`config.mk`:
```
export PLATFORM = sky130hd
export DESIGN_NAME = hazard_unit_mc
export DESIGN_NICKNAME = d
export VERILOG_FILES = /design/src/rtl/hazard_unit_mc.sv
export SDC_FILE = /design/constraint.sdc
export NUM_CORES = 1
export LEC_CHECK = 0
export BUFFER_PORTS_ARGS = -buffer_cell sky130_fd_sc_hd__buf_4
export CORE_MARGIN = 2
export CORE_UTILIZATION = 34
export DETAILED_ROUTE_END_ITERATION = 8
export GPL_TIMING_DRIVEN = 0
export PLACE_DENSITY = 0.65
export SYNTH_ARGS = -nofsm -noshare
export SYNTH_HDL_FRONTEND = slang
export SYNTH_SLANG_ARGS = --single-unit
```
`constraint.sdc`:
```
create_clock -name clk -period 6 [get_ports clk]
set_input_delay 1.5 -clock clk [delete_from_list [all_inputs] [get_ports clk]]
set_output_delay 1.5 -clock clk [all_outputs]
set_load 0.01 [all_outputs]
```
`src/rtl/hazard_unit_mc.sv`:
```
`default_nettype none
// ============================================================================
//  Module   : hazard_unit_mc
//  Purpose  : Hazard unit for a 5-stage MIPS pipeline.
//             - E-stage forwarding for both ALU operands.
//             - Decode-stage forwarding of ALUOutM into the branch comparator.
//             - Stalls for load-use hazards and for branch operands that are
//               not ready yet.
//             - Scoreboard for a multi-cycle MUL/DIV unit.
//             - Decode flush on a taken branch or a jump.
//             - Saturating counter of stalled cycles.
//  Revision : 1.0 - initial release
// ============================================================================
module hazard_unit_mc #(
    parameter int REG_AW  = 5,
    parameter int MD_LAT  = 4,
    parameter int FWD_DEC = 1,
    parameter int CNT_W   = 16
) (
    input  logic              clk,
    input  logic              rst,
    input  logic              BranchD,
    input  logic              JumpD,
    input  logic              BranchTakenD,
    input  logic              MulDivD,
    input  logic              MfHiLoD,
    input  logic [REG_AW-1:0] RsD,
    input  logic [REG_AW-1:0] RtD,
    input  logic [REG_AW-1:0] RsE,
    input  logic [REG_AW-1:0] RtE,
    input  logic [REG_AW-1:0] WriteRegE,
    input  logic [REG_AW-1:0] WriteRegM,
    input  logic [REG_AW-1:0] WriteRegW,
    input  logic              RegWriteE,
    input  logic              RegWriteM,
    input  logic              RegWriteW,
    input  logic              MemtoRegE,
    input  logic              MemtoRegM,
    output logic              StallF,
    output logic              StallD,
    output logic              FlushD,
    output logic              FlushE,
    output logic              ForwardAD,
    output logic              ForwardBD,
    output logic [1:0]        ForwardAE,
    output logic [1:0]        ForwardBE,
    output logic              MdStart,
    output logic              MdBusy,
    output logic [CNT_W-1:0]  StallCnt
);

    // Value loaded into the MUL/DIV countdown on accept (legal range 1..255)
    localparam logic [7:0]       MD_LOAD = 8'(MD_LAT);
    localparam logic [CNT_W-1:0] CNT_MAX = {CNT_W{1'b1}};

    logic [7:0] md_cnt;

    // Per-stage register hits; register 0 never counts as a writer
    logic m_wr_valid;
    logic w_wr_valid;
    logic e_wr_valid;
    logic m_hit_rs_e;
    logic m_hit_rt_e;
    logic w_hit_rs_e;
    logic w_hit_rt_e;
    logic m_hit_rs_d;
    logic m_hit_rt_d;
    logic e_hit_d;
    logic mload_hit_d;
    logic late_hit_d;

    logic lwstall;
    logic brstall;
    logic mdstall;
    logic stall;

    assign m_wr_valid  = RegWriteM && (WriteRegM != '0);
    assign w_wr_valid  = RegWriteW && (WriteRegW != '0);
    assign e_wr_valid  = RegWriteE && (WriteRegE != '0);

    assign m_hit_rs_e  = m_wr_valid && (WriteRegM == RsE);
    assign m_hit_rt_e  = m_wr_valid && (WriteRegM == RtE);
    assign w_hit_rs_e  = w_wr_valid && (WriteRegW == RsE);
    assign w_hit_rt_e  = w_wr_valid && (WriteRegW == RtE);

    assign m_hit_rs_d  = m_wr_valid && (WriteRegM == RsD);
    assign m_hit_rt_d  = m_wr_valid && (WriteRegM == RtD);

    assign e_hit_d     = e_wr_valid && ((WriteRegE == RsD) || (WriteRegE == RtD));
    // A load in M cannot be forwarded to decode: its data only exists in W
    assign mload_hit_d = MemtoRegM && ((WriteRegM == RsD) || (WriteRegM == RtD));

    // Decode forwarding is either present, or replaced by stalling on M/W writers
    generate
        if (FWD_DEC != 0) begin : g_fwd_dec_on
            assign ForwardAD  = m_hit_rs_d;
            assign ForwardBD  = m_hit_rt_d;
            assign late_hit_d = 1'b0;
        end else begin : g_fwd_dec_off
            assign ForwardAD  = 1'b0;
            assign ForwardBD  = 1'b0;
            assign late_hit_d = m_hit_rs_d || m_hit_rt_d ||
                                (w_wr_valid && ((WriteRegW == RsD) || (WriteRegW == RtD)));
        end
    endgenerate

    // E-stage operand select: the younger M-stage result wins over W
    always_comb begin
        ForwardAE = 2'b00;
        ForwardBE = 2'b00;
        if (m_hit_rs_e)      ForwardAE = 2'b10;
        else if (w_hit_rs_e) ForwardAE = 2'b01;
        if (m_hit_rt_e)      ForwardBE = 2'b10;
        else if (w_hit_rt_e) ForwardBE = 2'b01;
    end

    assign MdBusy  = (md_cnt != 8'd0);

    // Stall sources and resulting pipeline control
    always_comb begin
        lwstall = MemtoRegE && (RtE != '0) && ((RtE == RsD) || (RtE == RtD));
        brstall = BranchD && (e_hit_d || mload_hit_d || late_hit_d);
        mdstall = MdBusy && (MulDivD || MfHiLoD);
        stall   = lwstall || brstall || mdstall;
    end

    assign StallF  = stall;
    assign StallD  = stall;
    assign FlushE  = stall;
    // A stalled branch is re-evaluated next cycle, so no flush while stalled
    assign FlushD  = !stall && (JumpD || (BranchD && BranchTakenD));
    assign MdStart = MulDivD && !stall;

    // MUL/DIV countdown: reload on accept, otherwise drain while busy
    always_ff @(posedge clk or negedge rst) begin
        if (!rst) begin
            md_cnt <= 8'd0;
        end else if (MdStart) begin
            md_cnt <= MD_LOAD;
        end else if (MdBusy) begin
            md_cnt <= md_cnt - 8'd1;
        end
    end

    // Saturating count of stalled cycles
    always_ff @(posedge clk or negedge rst) begin
        if (!rst) begin
            StallCnt <= '0;
        end else if (stall && (StallCnt != CNT_MAX)) begin
            StallCnt <= StallCnt + 1'b1;
        end
    end

endmodule
`default_nettype wire

```
==> results of run 1 <==
-- worst max-delay path: stages --
cell and delay (ps):
clkbuf_1 170, or4_4 510, o21ai_2 140, a21oi_2 60
nor4_4 590, buf_6 220, inv_1 100, buf_4 140
buf_4 130
-- cells in the final DEF, fill, tap and decap left out, types with 3 or more instances in the layout --
| cell | n |
|---|---|
| xnor2_1 | 20 |
| xor2_1 | 46 |
| inv_1 | 5 |
| buf_4 | 69 |
| or4_1 | 5 |
| dfrtp_1 | 24 |
| nand3_1 | 16 |
| nor4b_1 | 3 |
| nor2_1 | 10 |
| and3_1 | 4 |
| a21oi_1 | 3 |
| nand2_1 | 11 |
| nor4_1 | 10 |
| clkbuf_8 | 4 |
| clkbuf_1 | 7 |
| nor3_1 | 12 |
-- metrics by stage --
stage / hold WS [ps] / total power, mW / setup slack, ps
2_1_floorplan: 442.3 / 0.4937 / 1244
3_3_place_gp: 459.9 / 0.6292 / 901.5
3_5_place_dp: 463.3 / 0.6399 / 893.5
4_1_cts: 480.7 / 0.7504 / 890.5
5_1_grt: 521.7 / 0.8037 / 793.5
6_report: 477.8 / 0.7434 / 934.9
-- logic make-up (layout without fill, tap and decap cells) --
group                      after synthesis  count (layout)
and+or+nand+nor                         81              81
AOI/OAI and AO/OA                       13              13
DFF                                     24              24
adders and majority gates                2               2
xor gates and xnor gates                66              66
buffers and inverters                   22              90
muxes                                    3               3
-- power by group through the flow --
stage          Sequential, mW  Combinational [mW]  Clock [mW]
6_report                0.305               0.330       0.109
5_1_grt                 0.316               0.367       0.121
4_1_cts                 0.304               0.335       0.112
3_5_place_dp            0.306               0.334           0
3_3_place_gp            0.305               0.324           0
2_1_floorplan           0.311               0.182           0
-- how the worst max path moves through the flow --
stage                      start      to  cells past startpoint  slack (ps)
finish                    RtE[3]  StallD                      9         930
global route        WriteRegE[1]  StallD                      9         790
CTS                       RtE[3]  StallD                      9         890
detailed placement        RtE[3]  StallD                      9         890
global placement          RtE[3]  StallD                      9         900
floorplan                 RtE[3]  FlushD                      8        1240
-- final cells by class --
type / instances / area share
Multi-Input combinational cell: 165 / 0.4712
Inverter: 5 / 0.007378
Tap cell: 72 / 0.03542
Sequential cell: 24 / 0.2361
Buffer: 17 / 0.03935
Timing Repair Buffer: 64 / 0.1889
Clock buffer: 4 / 0.02164
-- registers in the layout (all words and copies together) (netlist names) --
signal and flops:
StallCnt 16, md_cnt 8
-- routing by layer --
layer / track usage / share of wire / up-vias
li1: - / - / 854
met4: 0.03621 / 0.010 / 0
met2: 0.2593 / 0.47 / 68
met1: 0.1926 / 0.45 / 797
met3: 0.02841 / 0.066 / 4
met5: 0 / 0 / -
==> out/metrics.cfg, run 1 <==
[timing]
setup_violations=0
fin_setup_tns_ps=0
tightestPinTransition_ps=602.8
report.final.slew_viol_count=0
period_needed_ps=5065
period_share=0.8442
finClkSkew_ps=2.022
hold_viol=0
rsz0062_at_grt=false
max-slew-margin-rel=0.5951
max_freq_mhz=197.4

[floorplanning]
rows=27
design.portCount=75
core_um2=5473
design.die.area_um2=6258
dieHeight_um=79.11
die_w_um=79.11
start_util=0.3505

[place]
io_buffers=64
placedInstanceArea_um2=2489
hpwl_um=3737
place_inst=347
place_congestion=0.8074

[pwr]
p_comb_frac=0.443
pwr_density_cell_nw_per_um2=292.3
p_clk_frac=0.146
p_int_mw=0.4651
ir_drop_uv=148.6
p_sw_mw=0.2783
power_switching_share=0.3744
p_seq_frac=0.410
p_leak_nw=1.110

[final_layout]
fillers=532
utilization=0.4648
syn_to_final_growth_pct=32.62
antenna_cells=0
fin_cells=351
final_layout_size_suffix_gt1_frac=0.3190
multi_input_area_um2=1199
final_area_um2=2544
regArea_um2=600.6
finish.net_count=329

[logic_synthesis]
syn_inst=211
syn_area_um2=1918
synth_top_family_by_area=XOR/XNOR gates
synth_cell_types=38
synth-compound-area-share=0.04631
synth_ff_type=dfrtp_1
synth_edf_count=0
synth.avg_cell_area_um2=9.090
syn-num-nets=260
synth_xor_area_frac=0.3014
synthDominantCellAreaShare=0.3131
synthTopCellsByCount=xor2_1 (46), dfrtp_1 (24), xnor2_1 (20), nand3_1 (16), nor3_1 (12)
yosysWarningCount=0
synth_fa_ha_area_frac=0.01305
yosys.area_share.simple=0.2427
ys_seq_area_frac=0.3131
post-synth-top-count-cell=xor2_1
synth.mux.area_fraction=0.02153
synth.top_cells.by_area=dfrtp_1 (31%), xor2_1 (21%), xnor2_1 (9.1%), nand3_1 (4.2%), nor4_1 (3.3%)
async_flop_share=1.000
yosysTopAreaCell=dfrtp_1
ys_seq_elements=24

[routing]
drtIter0Drc=59
detail_route.first_pass.iterations=4
drt.antenna.violating_nets=0
drc_errors=0
post_drt_wl_per_cell_um=13.06
vias=1723
vias_per_cell=4.909
wl_um=4584

[clocking]
cts-resized-gates=0
clk-insertion-delay-late_ps=260
cts_tree=done
cts_setup_buffers=0
cts_hold_buf=0
cts_buffer_depth=2
cts_root_buf=clkbuf_8
cts.sinks=24
cts_buffers=3
htreeDepth=1
clk_pin_slew_ps=80

[critical_path]
ff2ff_path_depth=8
crit_arrival_ps=3570
end_kind=output port
cp_max_fo=10
r2r-start=md_cnt[0]
r2r_end=StallCnt[1]
start_kind=primary input
ff2ff_setup_slack_ps=3410
cp.required_ps=4500
path_class=primary input to output port

[flow_run]
cap_violations=0

[min_path]
hold_path_depth=1
whs_endpoint=md_cnt[3]
worstHoldStart=md_cnt[3]
hold_path.class=flip-flop to flip-flop

[outcome]
status=completed

[global_route]
grt_max_degree=25
grt.overflow.total=0
grt_pass1_vias=1674
grt_usage=0.1499
antenna_found_initial=0
grt_pass1_wl_um=7645

(Power assumes the default switching activity.)
==> run 2: changes to the inputs <==
--- a/config.mk
+++ b/config.mk
@@ -5,12 +5,13 @@
 export SDC_FILE = /design/constraint.sdc
 export NUM_CORES = 1
 export LEC_CHECK = 0
+export ABC_AREA = 1
 export BUFFER_PORTS_ARGS = -buffer_cell sky130_fd_sc_hd__buf_4
 export CORE_MARGIN = 2
 export CORE_UTILIZATION = 34
 export DETAILED_ROUTE_END_ITERATION = 8
 export GPL_TIMING_DRIVEN = 0
-export PLACE_DENSITY = 0.65
+export PLACE_DENSITY = 0.66
 export SYNTH_ARGS = -nofsm -noshare
 export SYNTH_HDL_FRONTEND = slang
 export SYNTH_SLANG_ARGS = --single-unit
==> constraint.sdc (replaced) <==
create_clock -name clk -period 4.2 [get_ports clk]
set_input_delay 1.05 -clock clk [delete_from_list [all_inputs] [get_ports clk]]
set_output_delay 1.05 -clock clk [all_outputs]
set_load 0.01 [all_outputs]
==> run 2 against run 1 <==
Wire length increased by 25%. Synthesized cell count rose by 63%. Flip-flop and latch count unchanged. Sequential power is 24% higher. Combinational power is 27% higher. Critical path depth is 6 higher. Clock skew is 3.4 ps higher. Largest power group unchanged. Critical path type unchanged. Core utilization is 0.62 points lower. Final area is 16% higher. Clock-buffer cell count unchanged.
==> out/metrics.cfg, run 2 <==
[logic_synthesis]
yosys.area_share.simple=0.4124  ; +0.1697
synthDominantCellAreaShare=0.2612  ; -0.05196
synth_top_family_by_area=simple AND/OR/NAND/NOR gates
synth.avg_cell_area_um2=6.685  ; -26%
synth_fa_ha_area_frac=0.01088  ; -0.002165
syn-num-nets=393  ; +51%
synth_cell_types=32  ; -16%
ys_seq_elements=24  ; unchanged
synth-compound-area-share=0.02612  ; -0.02020
yosysTopAreaCell=dfrtp_1
syn_inst=344  ; +63%
syn_area_um2=2300  ; +20%
synth_edf_count=0  ; unchanged
ys_seq_area_frac=0.2612  ; -0.05196
post-synth-top-count-cell=nand2_1
yosysWarningCount=0  ; unchanged
synth_xor_area_frac=0.1790  ; -0.1224
synthTopCellsByCount=nand2_1 (114), inv_1 (33), nand3_1 (32), nor2_1 (30)
synth.top_cells.by_area=dfrtp_1 (26%), nand2_1 (19%), xor2_1 (9.1%), xnor2_1 (8.8%), nand3_1 (7.0%)
async_flop_share=1.000  ; unchanged
synth_ff_type=dfrtp_1
synth.mux.area_fraction=0  ; -0.02153

[global_route]
grt.overflow.total=0  ; unchanged
grt_pass1_vias=2134  ; +27%
antenna_found_initial=0  ; unchanged
grt_pass1_wl_um=9432  ; +23%
grt_usage=0.1544  ; +0.004440
grt_max_degree=25  ; unchanged

[place]
place_congestion=0.8990  ; +11%
place_worst_setup_slack_ps=634.8  ; -258.7 ps
io_buffers=68  ; +6.3%
hpwl_um=4761  ; +27%

[critical_path]
start_kind=primary input
cp.required_ps=3150  ; -1350 ps
crit_family=simple AND/OR/NAND/NOR gates
path_cells=buf_2, inv_2, nand2_1, nand2_1, nor2_1, nand3_1, nand2_1, nand2_1, nand2_1, nand2_1, nand2_2, buf_6, buf_12, buf_4, buf_4
cp_max_fo=12  ; +2
slowest_delay_ps=170  ; -420 ps
crit_arrival_ps=2530  ; -1040 ps
path_class=primary input to output port
critPathSlowestCell=buf_2
crit_buf_inv=6  ; +1
end_kind=output port
crit_top_cell=nand2_1

[timing]
max_freq_mhz=279.2
period_share=0.8529
period_needed_ps=3582
report.final.slew_viol_count=0  ; unchanged
hold_viol=0  ; unchanged
max-slew-margin-rel=0.6910  ; +0.09594
tightestPinTransition_ps=457.0  ; -145.8 ps
setup_ws_ps=617.8  ; -317.0 ps
rsz0062_at_grt=false
fin_setup_tns_ps=0  ; unchanged
setup_violations=0  ; unchanged
finClkSkew_ps=5.439  ; +3.416 ps

[final_layout]
syn_to_final_growth_pct=28.78
largestRegisters=StallCnt: 16 flops, md_cnt: 8 flops
final_cell_mix=nand2_1 (114), buf_4 (73), inv_1 (33), nand3_1 (32), nor2_1 (30)
largest_register=StallCnt
final_layout_size_suffix_gt1_frac=0.2692  ; -0.04977
largest_reg_flops=16  ; unchanged
antenna_cells=0  ; unchanged
regArea_um2=600.6  ; unchanged
finish.net_count=466  ; +42%
fillers=680  ; +28%
multi_input_area_um2=1445  ; +21%
final_common_cell=nand2_1

[clocking]
cts_buffers=3  ; unchanged
cts-resized-gates=0  ; unchanged
clk_pin_slew_ps=80  ; about the same
cts_setup_buffers=0  ; unchanged
htreeDepth=1  ; unchanged
cts_root_buf=clkbuf_8
cts_buffer_depth=2  ; unchanged
cts_hold_buf=0  ; unchanged
cts_tree=done
cts.sinks=24  ; unchanged
clk-insertion-delay-late_ps=270  ; about the same

[floorplanning]
design.die.area_um2=7437  ; +19%
rows=29  ; +7.4%
core_um2=6459  ; +18%
design.portCount=75  ; unchanged
die_w_um=86.24  ; +9.0%
start_util=0.3561  ; +0.005583
dieHeight_um=86.24  ; +9.0%

[routing]
detail_route.first_pass.iterations=4  ; unchanged
wl_um=5710  ; +25%
post_drt_wl_per_cell_um=11.58  ; -11%
drt.antenna.violating_nets=0  ; unchanged
vias_per_cell=4.690  ; -4.5%
drc_errors=0  ; unchanged
drtIter0Drc=113  ; +92%
vias=2312  ; +34%

[outcome]
status=completed

[min_path]
hold_path.class=flip-flop to flip-flop

[pwr]
ir_drop_uv=138.0  ; -7.2%
p_leak_nw=1.594  ; +44%
pwr_density_cell_nw_per_um2=322.2  ; +10%

[flow_run]
cap_violations=0  ; unchanged

run 2: cell count changes after synthesis, sizes merged, moves of 5 or more:
cell,change
nand2,+105
inv,+35
nand3,+25
nor2,+22
xor2,-22
nor3,-8
nor4,-8
or4,-6
clkbuf,-5
run 2: worst paths after layout:
kind,to,cells past startpoint,slack (ps),start
worst min register to register,md_cnt[5],1,500,md_cnt[5]
worst min-delay path,md_cnt[5],1,500,md_cnt[5]
worst max register to register,StallCnt[9],11,2230,md_cnt[0]
worst max-delay path,StallF,15,620,WriteRegM[4]
max in group asynchronous,StallCnt[0],1,3290,rst
min in group asynchronous,StallCnt[7],1,670,rst
run 2: logic make-up after synthesis:
logic type | count (synthesis)
AOI/OAI and AO/OA | 10
buffers and inverters | 54
DFF | 24
adders and majority gates | 2
and+or+nand+nor | 207
xor gates and xnor gates | 47
run 2: worst reg2reg max path: stages, from the launching register on:
cell     delay (ps)
dfrtp_1         410
inv_1           100
ha_1            250
nand3_2         130
nor3_4          260
nor2_1           90
a21oi_2         140
nand2_2          90
buf_6           150
buf_12          150
nand3_2          60
nand2_1          50
run 2: cell type report:
class | instances | area share
Multi-Input combinational cell | 266 | 0.4880
Sequential cell | 24 | 0.2028
Timing Repair Buffer | 68 | 0.1724
Inverter | 40 | 0.05070
Buffer | 14 | 0.03507
Tap cell | 77 | 0.03253
Clock buffer | 4 | 0.01859
run 2: power by group:
group / total [mW] / switching (mW) / internal, mW
Combinational: 0.418 / 0.213 / 0.205
Clock: 0.159 / 0.0751 / 0.0837
Sequential: 0.377 / 0.0785 / 0.299
Total: 0.954 / 0.366 / 0.588
run 2: stage by stage:
step / util / total power, mW / hold slack (ps) / std cells / area, um^2
6_report: 0.4585 / 0.9541 / 501.1 / 493 / 2962
5_1_grt: 0.4585 / 1.031 / 522.6 / 493 / 2962
4_1_cts: 0.4585 / 0.9671 / 507.6 / 493 / 2962
3_5_place_dp: 0.4500 / 0.8031 / 494.3 / 489 / 2907
3_3_place_gp: 0.4500 / 0.7893 / 492.6 / 489 / 2907
2_1_floorplan: - / 0.6449 / 469.2 / 344 / 2300
run 2: metal layers:
metal	share of wire	routed length (um)	track usage
met1	0.47	2664	0.2014
met2	0.49	2779	0.2777
met3	0.041	234	0.01810
met4	0.0054	31	0.02699
met5	0	0	0
==> run 3: changes to the inputs <==
--- a/config.mk
+++ b/config.mk
@@ -7,6 +7,7 @@
 export LEC_CHECK = 0
 export ABC_AREA = 1
 export BUFFER_PORTS_ARGS = -buffer_cell sky130_fd_sc_hd__buf_4
+export CORE_ASPECT_RATIO = 0.8
 export CORE_MARGIN = 2
 export CORE_UTILIZATION = 34
 export DETAILED_ROUTE_END_ITERATION = 8
==> run 3 against run 2 <==
Clock-buffer cell count did not move. Final area rose by 0.30%. Global-route usage rose by 1.5 points. Combinational power barely moved. Sequential share of layout area fell by 0.060 points. Via count fell by 0.61%. Wire length rose by 8.2%. Setup slack barely moved. Critical endpoint unchanged. Largest power group unchanged.
==> out/metrics.cfg, run 3 (same netlist as run 2, synthesis figures left out) <==
[final_layout]
largest_reg_flops=16  ; unchanged
syn_to_final_growth_pct=29.16
antenna_cells=0  ; unchanged
final_layout_size_suffix_gt1_frac=0.2692  ; unchanged
final_common_cell=nand2_1
largestRegisters=StallCnt: 16 flops, md_cnt: 8 flops
largest_register=StallCnt
final_cell_mix=nand2_1 (114), buf_4 (73), inv_1 (33), nand3_1 (32), nor2_1 (30)
finish.net_count=466  ; unchanged

[routing]
drc_errors=0  ; unchanged
wl_um=6178  ; +8.2%
vias_per_cell=4.596  ; -2.0%
drt.antenna.violating_nets=0  ; unchanged
detail_route.first_pass.iterations=5  ; +1
drtIter0Drc=84  ; -26%
post_drt_wl_per_cell_um=12.36  ; +6.7%
vias=2298  ; -0.61%

[clocking]
cts_setup_buffers=0  ; unchanged
clk-insertion-delay-late_ps=270  ; about the same
cts_tree=done
cts_root_buf=clkbuf_8
htreeDepth=1  ; unchanged
cts-resized-gates=0  ; unchanged
cts.sinks=24  ; unchanged
cts_buffer_depth=2  ; unchanged
cts_buffers=3  ; unchanged
clk_pin_slew_ps=80  ; about the same
cts_hold_buf=0  ; unchanged

[flow_run]
cap_violations=0  ; unchanged

[min_path]
hold_path_depth=1  ; unchanged
hold_path.class=flip-flop to flip-flop

[critical_path]
path_cells=buf_2, inv_2, nand2_1, nand2_1, nor2_1, nand3_1, nand2_1, nand2_1, nand2_1, nand2_1, nand2_2, buf_6, buf_12, buf_4, buf_4
cp.depth=15  ; unchanged
ff2ff_path_depth=11  ; unchanged
start_kind=primary input
crit_arrival_ps=2530  ; about the same
r2r-start=md_cnt[0]
crit_end=StallF
end_kind=output port
cp.required_ps=3150  ; about the same
crit_start=WriteRegM[4]
slowest_delay_ps=180  ; about the same
path_class=primary input to output port
crit_top_cell=nand2_1
ff2ff_setup_slack_ps=2240  ; about the same
r2r_end=StallCnt[8]
critPathSlowestCell=buf_2
crit_buf_inv=6  ; unchanged
cp_max_fo=12  ; unchanged
crit_family=simple AND/OR/NAND/NOR gates

[pwr]
pwr_density_cell_nw_per_um2=322.9  ; +0.21%
ir_drop_uv=145.3  ; +5.3%
p_leak_nw=1.594  ; unchanged

[floorplanning]
core_um2=6474  ; +0.23%
die_w_um=95.95  ; +11%
design.portCount=75  ; unchanged
design.die.area_um2=7442  ; about the same
rows=26  ; -10%
start_util=0.3552  ; -0.0008258
dieHeight_um=77.56  ; -10%

[timing]
report.final.slew_viol_count=0  ; unchanged
period_share=0.8529  ; about the same
period_needed_ps=3582  ; -0.05900 ps
tightestPinTransition_ps=459.5  ; +2.458 ps
max_freq_mhz=279.2  ; about the same
setup_violations=0  ; unchanged
rsz0062_at_grt=false
fin_setup_tns_ps=0  ; unchanged
max-slew-margin-rel=0.6905  ; about the same
hold_viol=0  ; unchanged
finClkSkew_ps=7.725  ; +2.286 ps
whs_ps=519.5  ; +18.44 ps

[place]
place_congestion=0.9029  ; +0.43%
io_buffers=68  ; unchanged
hpwl_um=5115  ; +7.4%

[outcome]
status=completed

[global_route]
grt_pass1_wl_um=10090  ; +7.0%
grt_max_degree=25  ; unchanged
grt.overflow.total=0  ; unchanged
grt_pass1_vias=2116  ; -0.84%
antenna_found_initial=0  ; unchanged
grt_usage=0.1694  ; +0.01506

==> run 3: layout make-up <==
cell class              count  area (um^2)
fillers                   688         3503
well taps                  84        105.1
repair buffers             68        510.5
plain buffers              14        103.9
clock buffers               4        55.05
inverters                  40        150.1
multi-input cells         266         1445
flip-flops and latches     24        600.6
==> run 3: worst register-to-register path: cells and delay by family, from the launching register on <==
family / cells / cell delay (ps)
adder cells (fa/ha/maj): 1 / 230
flip-flops: 1 / 400
AND/OR/NAND/NOR: 6 / 690
AO/OA/AOI/OAI: 1 / 160
buffers and inverters: 3 / 400
==> run 3: worst min path at each step <==
stage / startpoint / to / slack (ps)
2_1_floorplan: md_cnt[5] / md_cnt[5] / 470
3_3_place_gp: md_cnt[5] / md_cnt[5] / 490
3_5_place_dp: md_cnt[5] / md_cnt[5] / 510
4_1_cts: md_cnt[5] / md_cnt[5] / 520
5_1_grt: md_cnt[5] / md_cnt[5] / 530
6_report: md_cnt[5] / md_cnt[5] / 520
==> run 3: routing by layer <==
layer,global-route usage,vias to the layer above,part of all wire
met1,0.2431,1022,0.49
li1,-,1211,-
met4,0.01857,0,0.0076
met2,0.2727,61,0.45
met3,0.03107,4,0.055
met5,0,-,0
==> run 3: through the flow <==
stage | utilization | instance area (um^2) | worst slack, ps | instances | power [mW]
CTS | 0.4588 | 2970 | 612.7 | 500 | 0.9670
global placement | 0.4503 | 2915 | 645.0 | 496 | 0.7949
floorplan | - | 2300 | 965.3 | 344 | 0.6449
global route | 0.4588 | 2970 | 495.0 | 500 | 1.040
detailed placement | 0.4503 | 2915 | 616.7 | 496 | 0.8068
finish | 0.4588 | 2970 | 617.9 | 500 | 0.9590
==> run 3: power by group <==
part / switching (mW) / leakage, nW / internal [mW]
sequential: 0.0862 / 0.311 / 0.299
clock: 0.0746 / 0.0288 / 0.0837
combinational: 0.211 / 1.25 / 0.205
total: 0.372 / 1.59 / 0.587
